[config.mk]
export PLATFORM = sky130hd
export DESIGN_NAME = chacha_ks_xor_stream_flat
export DESIGN_NICKNAME = d
export VERILOG_FILES = /design/src/rtl/chacha_ks_xor_stream_if.sv /design/src/rtl/chacha_ks_xor_stream.sv /design/src/flat_wrapper.sv
export SDC_FILE = /design/constraint.sdc
export NUM_CORES = 1
export LEC_CHECK = 0
export ABC_CLOCK_PERIOD_IN_PS = 26900
export CAP_MARGIN = 20
export CORE_AREA = 3 3 330 332
export DETAILED_ROUTE_END_ITERATION = 16
export DIE_AREA = 0 0 333 335
export HOLD_SLACK_MARGIN = 0.02
export MAX_ROUTING_LAYER = met4
export PLACE_DENSITY = 0.51
export SLEW_MARGIN = 20
export SYNTH_ARGS = -nofsm -noshare
export SYNTH_HDL_FRONTEND = slang
export SYNTH_SLANG_ARGS = --single-unit
[constraint.sdc]
create_clock -name clk -period 26.9 [get_ports clk]
set_input_delay 4.035 -clock clk [delete_from_list [all_inputs] [get_ports clk]]
set_output_delay 4.035 -clock clk [all_outputs]
set_load 0.005 [all_outputs]
[src/rtl/chacha_ks_xor_stream_if.sv]
// chacha_ks_xor_stream_if: keystream, payload and result streams of the ChaCha keystream XOR stage
interface chacha_ks_xor_stream_if;
  logic         start;
  logic         ks_req;
  logic         ks_valid;
  logic [511:0] ks_data;
  logic         in_valid;
  logic [127:0] in_data;
  logic [15:0]  in_keep;
  logic         in_last;
  logic         in_ready;
  logic         out_valid;
  logic [127:0] out_data;
  logic [15:0]  out_keep;
  logic         out_last;
  logic         out_ready;
  logic [31:0]  ks_blocks;
  modport slave (
    input  start, ks_valid, ks_data, in_valid, in_data, in_keep, in_last, out_ready,
    output ks_req, in_ready, out_valid, out_data, out_keep, out_last, ks_blocks
  );
  modport master (
    output start, ks_valid, ks_data, in_valid, in_data, in_keep, in_last, out_ready,
    input  ks_req, in_ready, out_valid, out_data, out_keep, out_last, ks_blocks
  );
endinterface

[src/rtl/chacha_ks_xor_stream.sv]
// chacha_ks_xor_stream: buffers one 512-bit keystream block and XORs it word by word onto a 128-bit stream
module chacha_ks_xor_stream (
  input logic clk,
  input logic rst,
  chacha_ks_xor_stream_if.slave bus
);
  typedef enum logic [1:0] {IDLE, EMPTY, WAIT, FULL} state_t;
  state_t            r_state;
  logic [3:0][127:0] r_buf;
  logic [1:0]        r_ptr;
  logic              r_discard;
  logic              r_out_valid;
  logic [127:0]      r_out_data;
  logic [15:0]       r_out_keep;
  logic              r_out_last;
  logic [31:0]       r_ks_blocks;
  logic [127:0]      w_mask;
  logic              w_in_ready;
  logic              w_accept;
  for (genvar i = 0; i < 16; i++) begin : g_mask
    assign w_mask[8*i +: 8] = {8{bus.in_keep[i]}};
  end
  assign w_in_ready    = r_state == FULL && !bus.start && (!r_out_valid || bus.out_ready);
  assign w_accept      = bus.in_valid && w_in_ready;
  assign bus.ks_req    = r_state == EMPTY;
  assign bus.in_ready  = w_in_ready;
  assign bus.out_valid = r_out_valid;
  assign bus.out_data  = r_out_data;
  assign bus.out_keep  = r_out_keep;
  assign bus.out_last  = r_out_last;
  assign bus.ks_blocks = r_ks_blocks;
  always_ff @(posedge clk or posedge rst) begin
    if (rst) begin
      r_state     <= IDLE;
      r_buf       <= '0;
      r_ptr       <= '0;
      r_discard   <= 1'b0;
      r_out_valid <= 1'b0;
      r_out_data  <= '0;
      r_out_keep  <= '0;
      r_out_last  <= 1'b0;
      r_ks_blocks <= '0;
    end else if (bus.start) begin
      // a request still in flight will return a stale block that must be dropped
      r_state     <= EMPTY;
      r_ptr       <= '0;
      r_out_valid <= 1'b0;
      r_ks_blocks <= '0;
      if (r_state == WAIT) r_discard <= 1'b1;
    end else begin
      r_out_valid <= w_accept || (r_out_valid && !bus.out_ready);
      if (w_accept) begin
        r_out_data <= (bus.in_data ^ r_buf[r_ptr]) & w_mask;
        r_out_keep <= bus.in_keep;
        r_out_last <= bus.in_last;
        r_ptr      <= r_ptr + 2'd1;
      end
      case (r_state)
        EMPTY: r_state <= WAIT;
        WAIT: if (bus.ks_valid) begin
          if (r_discard) begin
            r_discard <= 1'b0;
            r_state   <= EMPTY;
          end else begin
            r_buf   <= bus.ks_data;
            r_ptr   <= '0;
            r_state <= FULL;
          end
        end
        FULL: if (w_accept && (r_ptr == 2'd3 || bus.in_last)) begin
          r_state     <= EMPTY;
          r_ks_blocks <= r_ks_blocks + 32'd1;
        end
        default: ;
      endcase
    end
  end
endmodule

[src/flat_wrapper.sv]
// flat-port wrapper written by rule: the top's interface ports become plain ports
module chacha_ks_xor_stream_flat 
  (clk, rst, bus_start, bus_ks_valid, bus_ks_data, bus_in_valid, bus_in_data, bus_in_keep, bus_in_last, bus_out_ready, bus_ks_req, bus_in_ready, bus_out_valid, bus_out_data, bus_out_keep, bus_out_last, bus_ks_blocks);
  chacha_ks_xor_stream_if bus_i ();
  input logic clk;
  input logic rst;
  input wire logic [$bits(bus_i.start)-1:0] bus_start;
  input wire logic [$bits(bus_i.ks_valid)-1:0] bus_ks_valid;
  input wire logic [$bits(bus_i.ks_data)-1:0] bus_ks_data;
  input wire logic [$bits(bus_i.in_valid)-1:0] bus_in_valid;
  input wire logic [$bits(bus_i.in_data)-1:0] bus_in_data;
  input wire logic [$bits(bus_i.in_keep)-1:0] bus_in_keep;
  input wire logic [$bits(bus_i.in_last)-1:0] bus_in_last;
  input wire logic [$bits(bus_i.out_ready)-1:0] bus_out_ready;
  output wire logic [$bits(bus_i.ks_req)-1:0] bus_ks_req;
  output wire logic [$bits(bus_i.in_ready)-1:0] bus_in_ready;
  output wire logic [$bits(bus_i.out_valid)-1:0] bus_out_valid;
  output wire logic [$bits(bus_i.out_data)-1:0] bus_out_data;
  output wire logic [$bits(bus_i.out_keep)-1:0] bus_out_keep;
  output wire logic [$bits(bus_i.out_last)-1:0] bus_out_last;
  output wire logic [$bits(bus_i.ks_blocks)-1:0] bus_ks_blocks;
  assign bus_i.start = bus_start;
  assign bus_i.ks_valid = bus_ks_valid;
  assign bus_i.ks_data = bus_ks_data;
  assign bus_i.in_valid = bus_in_valid;
  assign bus_i.in_data = bus_in_data;
  assign bus_i.in_keep = bus_in_keep;
  assign bus_i.in_last = bus_in_last;
  assign bus_i.out_ready = bus_out_ready;
  assign bus_ks_req = bus_i.ks_req;
  assign bus_in_ready = bus_i.in_ready;
  assign bus_out_valid = bus_i.out_valid;
  assign bus_out_data = bus_i.out_data;
  assign bus_out_keep = bus_i.out_keep;
  assign bus_out_last = bus_i.out_last;
  assign bus_ks_blocks = bus_i.ks_blocks;
  chacha_ks_xor_stream u_core (.clk(clk), .rst(rst), .bus(bus_i));
endmodule
==> Yosys cells after proc, flatten, opt, wreduce, memory -nomap -nowiden <==
Index checks and enable logic that the tools add are counted.
{ "totals": {"reg_bits": 695, "in_bits": 663, "output_inout_bits": 180, "word_cells": 65} }
{ "classes": {"add_sub_neg": 2, "order_cmp": 1, "eq_ne": 6, "n_mux": 20, "n_bitwise": 4, "reduce_logical": 20} }
{ "ops": {"columns": ["operator", "n"], "rows": [
  ["binary-select mux 128 bit (select 2 bit)", 1],
  ["AND 128 bit", 1],
  ["two-way mux 128 bit", 1],
  ["bitwise XOR 128 bit", 1],
  ["two-way mux 32 bit", 3],
  ["adder 32 x 1 -> 32 bit (second input constant)", 1],
  ["two-way mux 2 bit", 9],
  ["== test 2 bit (second input constant)", 3],
  ["!= test 3 bit (second input constant)", 2],
  ["one-hot mux 2 bit (3 select lines)", 1],
  ["AND reduction 2 bit", 3],
  ["nonzero test 2 bit", 3],
  ["logical AND 1 bit", 5],
  ["two-way mux 1 bit", 5],
  ["AND reduction 4 bit", 1],
  ["nonzero test 4 bit", 1],
  ["logical NOT 1 bit", 3],
  ["logical OR 1 bit", 3],
  ["less-than comparator 2 x 3 -> 1 bit (second input constant)", 1],
  ["AND reduction 3 bit", 1],
  ["adder 2 x 1 -> 2 bit (second input constant)", 1],
  ["== test 2 x 1 -> 1 bit (second input constant)", 1],
  ["inverter 1 bit", 2]
]} }

==> Depth between registers and ports, before layout <==
{ "logic_depth": {"word_depth": 9, "mapped_depth": 8, "mapped_depth_nobuf": 6} }

==> Least setup slack after synthesis <==
Ideal clock, no wire load.
{ "synth_path": {"path_type": "input -> output", "start": "input bus_out_ready", "end": "output bus_in_ready", "arrival_ns": 4.398, "required_ns": 22.865, "path_slack_ns": 18.467, "cell_stages": 2, "n_path_buf": 0, "path_cell_list": "nand2b_1 and4b_1"} }
{ "synth_via": {"elab_chain_cells": 2} }
{ "synth_rtl": {"columns": ["element", "line", "source"], "rows": [
  ["start: declaration", "flat_wrapper.sv:14", "input wire logic [$bits(bus_i.out_ready)-1:0] bus_out_ready;"],
  ["logical OR 1 bit", "chacha_ks_xor_stream.sv:23", "assign w_in_ready = r_state == FULL && !bus.start && (!r_out_valid || bus.out_ready);"],
  ["logical AND 1 bit", "chacha_ks_xor_stream.sv:23", null],
  ["end: declaration", "flat_wrapper.sv:16", "output wire logic [$bits(bus_i.in_ready)-1:0] bus_in_ready;"]
]} }
No other way between the ends.

==> Final worst setup path <==
{ "layout_path": {"start": "input bus_start", "end": "output bus_in_ready"} }
{ "layout_via": {"elab_chain_cells": 3} }
{ "layout_rtl": {"columns": ["element", "line", "source"], "rows": [
  ["start: declaration", "flat_wrapper.sv:7", "input wire logic [$bits(bus_i.start)-1:0] bus_start;"],
  ["logical NOT 1 bit", "chacha_ks_xor_stream.sv:23", null],
  ["logical AND 1 bit (2 in a row)", "chacha_ks_xor_stream.sv:23", null]
]} }
No other way between the ends.

==> run_results.csv <==
group,metric,value,unit
grt,grt_pass1_wl,151000,microns
die,rows,120,
setup_path,cp_common_cell,"clkdlybuf4s50_1",
timing,fin_crit_sh,36.1,%
clock_network,clk-insertion-delay-late,0.65,ns
final_layout,final_common_cell,"clkdlybuf4s50_1",
detailed_routing,wl,103000,microns
setup_path,critPathSlowestCell,"clkdlybuf4s50_1",
pwr,power.density,85.9,mW/mm^2
synthesis,synth_top_family_by_area,"multiplexers",
synthesis,synth_edf_count,0,
setup_path,start_kind,"primary input",
synthesis,ys_seq_area_share,56.9,%
pwr,power_switching,986,uW
worst_hold_path,holdPathStages,2,
timing,grt_setup_unrepaired,"no",
timing,period_needed,9.72,ns
synthesis,synth_top_flop_cell,"dfrtp_1",
final_layout,fin_nets,3644,
final_layout,drive_above_1_share,27.7,%
grt,track_usage,18.7,%
die,dieArea,0.112,sq mm
synthesis,synth_cell_types,42,
pwr,p_int,2.75,mW
synthesis,synth_fp_nets,2826,
setup_path,cp_slowest_stage_delay,0.46,ns
synthesis,synthXorXnorAreaFrac,4.41,%
synthesis,ys_ff_latch,695,
clock_network,post_cts_buffers,0,
clock_network,cts_resized,0,
pwr,power_frac_seq,43.9,%
synthesis,synth_area_leaders,"dfrtp_1, mux2_2, mux4_2, xor2_1, nand2_1",
detailed_routing,wl_per_cell,22.9,microns
die,die_h,335,microns
setup_path,r2r_start,"u_core.r_state[1]$_DFFE_PP0P_",
die,ios,843,
synthesis,syn-cell-area,0.0306,sq mm
synthesis,synth-simple-area-share,5.17,%
job,max_cap_violations,0,
detailed_routing,route.detailed.drc,0,
timing,setup_viol,0,
final_layout,final_util,40.8,%
timing,drv_slew,0,
timing,finClkSkew,0.0247,ns
worst_hold_path,min_from,"u_core.bus.out_data[114]$_DFFE_PP0P_",
final_layout,final_cell_mix,"clkdlybuf4s50_1, dfrtp_1, mux2_2",
pwr,p_clk_share,31.6,%
grt,grt_start_max_net_pins,134,
synthesis,synth_top_cell_by_area,"dfrtp_1",
synthesis,synth_compound_area_share,2.48,%
setup_path,cp_data_required_time,22.86,ns
synthesis,synth-adder-area-share,0.0818,%
synthesis,yosysTopAreaCellShare,56.9,%
clock_network,ctsHoldBuffers,0,
status,status,"finished, final reports clean",
worst_hold_path,hp-class,"register to register",
synthesis,syn_area_per_cell,14.2,sq um
timing,setup_tns,0,ns
timing,worst_slew_pin_slew,1.11,ns
pwr,netSwitchingFraction,26.4,%
synthesis,synth-async-reset-ratio,100,%
die,start_util,28.7,%
clock_network,htreeDepth,3,
die,core,0.107,sq mm
setup_path,critPathMaxFanout,42,
grt,antenna_found_initial,60,
clock_network,cts_sinks,695,
setup_path,path_cells,"clkdlybuf4s50_1 -> buf_4 -> and4b_1 -> clkdlybuf4s50_1",
timing,max_freq,103,MHz
placed_design,place_congestion,0.861,
clock_network,cts_root_buf,"clkbuf_16",
pwr,power_frac_comb,24.5,%
setup_path,cp.arrival,5.68,ns
die,die_x,333,microns
detailed_routing,drtPass1Iterations,4,
placed_design,detailed_place_hpwl,77000,microns
pwr,max-vdd-ir-drop,0.0524,mV
worst_hold_path,hold_end,"u_core.bus.out_data[114]$_DFFE_PP0P_",
detailed_routing,vias_per_cell,4.59,
pwr,p_leak,18.3,nW
grt,grt.overflow.total,0,
final_layout,synthToLayoutAreaGrowth,42.1,%
clock_network,cts_tree,"built",
synthesis,synth.area.mux_share,28.9,%
setup_path,rr_endpoint,"u_core.r_buf[156]$_DFFE_PP0P_",
setup_path,reg2reg_depth,7,
grt,grt_pass1_vias,22760,
setup_path,timing_worst_setup_path_type,"primary input to primary output",
timing,finalHoldViolCount,0,
clock_network,cts.clk_slew.worst_paths,0.06,ns
detailed_routing,via_count,20701,
synthesis,syn-instance-count,2161,
placed_design,port_buffers,842,
setup_path,end_kind,"primary output",
clock_network,cts_made_buffers,86,
detailed_routing,drt-initial-drc-count,846,
detailed_routing,drtAntennaViolNets,0,
synthesis,yosysWarningCount,0,
setup_path,worst-r2r-setup-slack,22.80,ns
timing,slew_headroom,25.9,%
clock_network,clk_path_buf_depth,3,
==> critical path, delay by kind of cell <==
| kind | cells | cell delay (ns) |
|---|---|---|
| simple gates | 1 | 0.30 |
| buf+inv | 3 | 1.32 |
==> cell type report <==
type | count | area [sq um]
Antenna cell | 60 | 150
Sequential cell | 695 | 17400
Clock buffer | 119 | 2510
Clock inverter | 38 | 402
Fill cell | 10076 | 63100
Tap cell | 1403 | 1760
Multi-Input combinational cell | 1325 | 12600
Timing Repair Buffer | 869 | 8650
Inverter | 2 | 15.0
==> power by group through the flow <==
stage	Sequential (mW)	Clock (mW)	Combinational, mW
after floorplan	1.59	0	0.551
after global placement	1.63	0	0.906
after detailed placement	1.66	0	0.930
after CTS	1.64	1.22	0.934
after global routing	1.69	1.26	1.00
final	1.64	1.18	0.916
==> kinds of logic after synthesis <==
logic type	after synthesis
flops	695
mux	658
simple gates	364
xor+xnor	154
compound gates	147
buf+inv	141
fa+ha+maj	2
==> per-stage QoR <==
step / cells / power (mW) / setup WS (ns) / cell area (sq um) / hold WS [ns]
after global placement: 4294 / 2.53 / 17.18 / 40400 / 0.462
after floorplan: 2161 / 2.14 / 3.38 / 30600 / 0.473
after CTS: 4451 / 3.79 / 17.17 / 43300 / 0.482
final: 4511 / 3.73 / 17.18 / 43500 / 0.474
after detailed placement: 4294 / 2.59 / 17.18 / 40400 / 0.469
after global routing: 4510 / 3.95 / 17.13 / 43500 / 0.495
==> cells in the mapped netlist (3+ instances only) <==
library cell / n
dfrtp_1: 695
mux2_2: 529
nand2_1: 271
xor2_1: 139
o21ai_0: 135
mux4_2: 128
buf_2: 74
clkbuf_1: 52
nor2_1: 30
xnor2_1: 15
buf_1: 12
nand4_1: 12
nand3_1: 10
nor3_1: 9
or3_1: 8
a21oi_1: 5
nor4_2: 4
nor4_1: 3
==> flip-flops by register name, indices dropped and copies added (netlist names), 2 cells and up <==
name and flops:
u_core.r_state 2, u_core.r_ptr 2, u_core.bus.out_data 128, u_core.r_buf 512, u_core.bus.out_keep 16, u_core.bus.ks_blocks 32
==> worst max path at each step <==
| stage | startpoint | to | slack, ns | cells past startpoint |
|---|---|---|---|---|
| CTS | bus_start | bus_in_ready | 17.17 | 4 |
| floorplan | rst | u_core.bus.ks_blocks[0]$_DFFE_PP0P_ | 3.38 | 1 |
| global placement | bus_start | bus_in_ready | 17.18 | 4 |
| detailed placement | bus_start | bus_in_ready | 17.18 | 4 |
| finish | bus_start | bus_in_ready | 17.18 | 4 |
| global route | bus_start | bus_in_ready | 17.13 | 4 |
==> per-layer routing <==
metal | global-route usage (%) | up-vias | share of wire, %
met2 | 31.5 | 583 | 52
met5 | - | - | 0
met1 | 20.1 | 10551 | 37
met4 | 8.13 | 0 | 3.4
met3 | 6.17 | 160 | 7.0
li1 | - | 9407 | -
(Power assumes the default switching activity.)
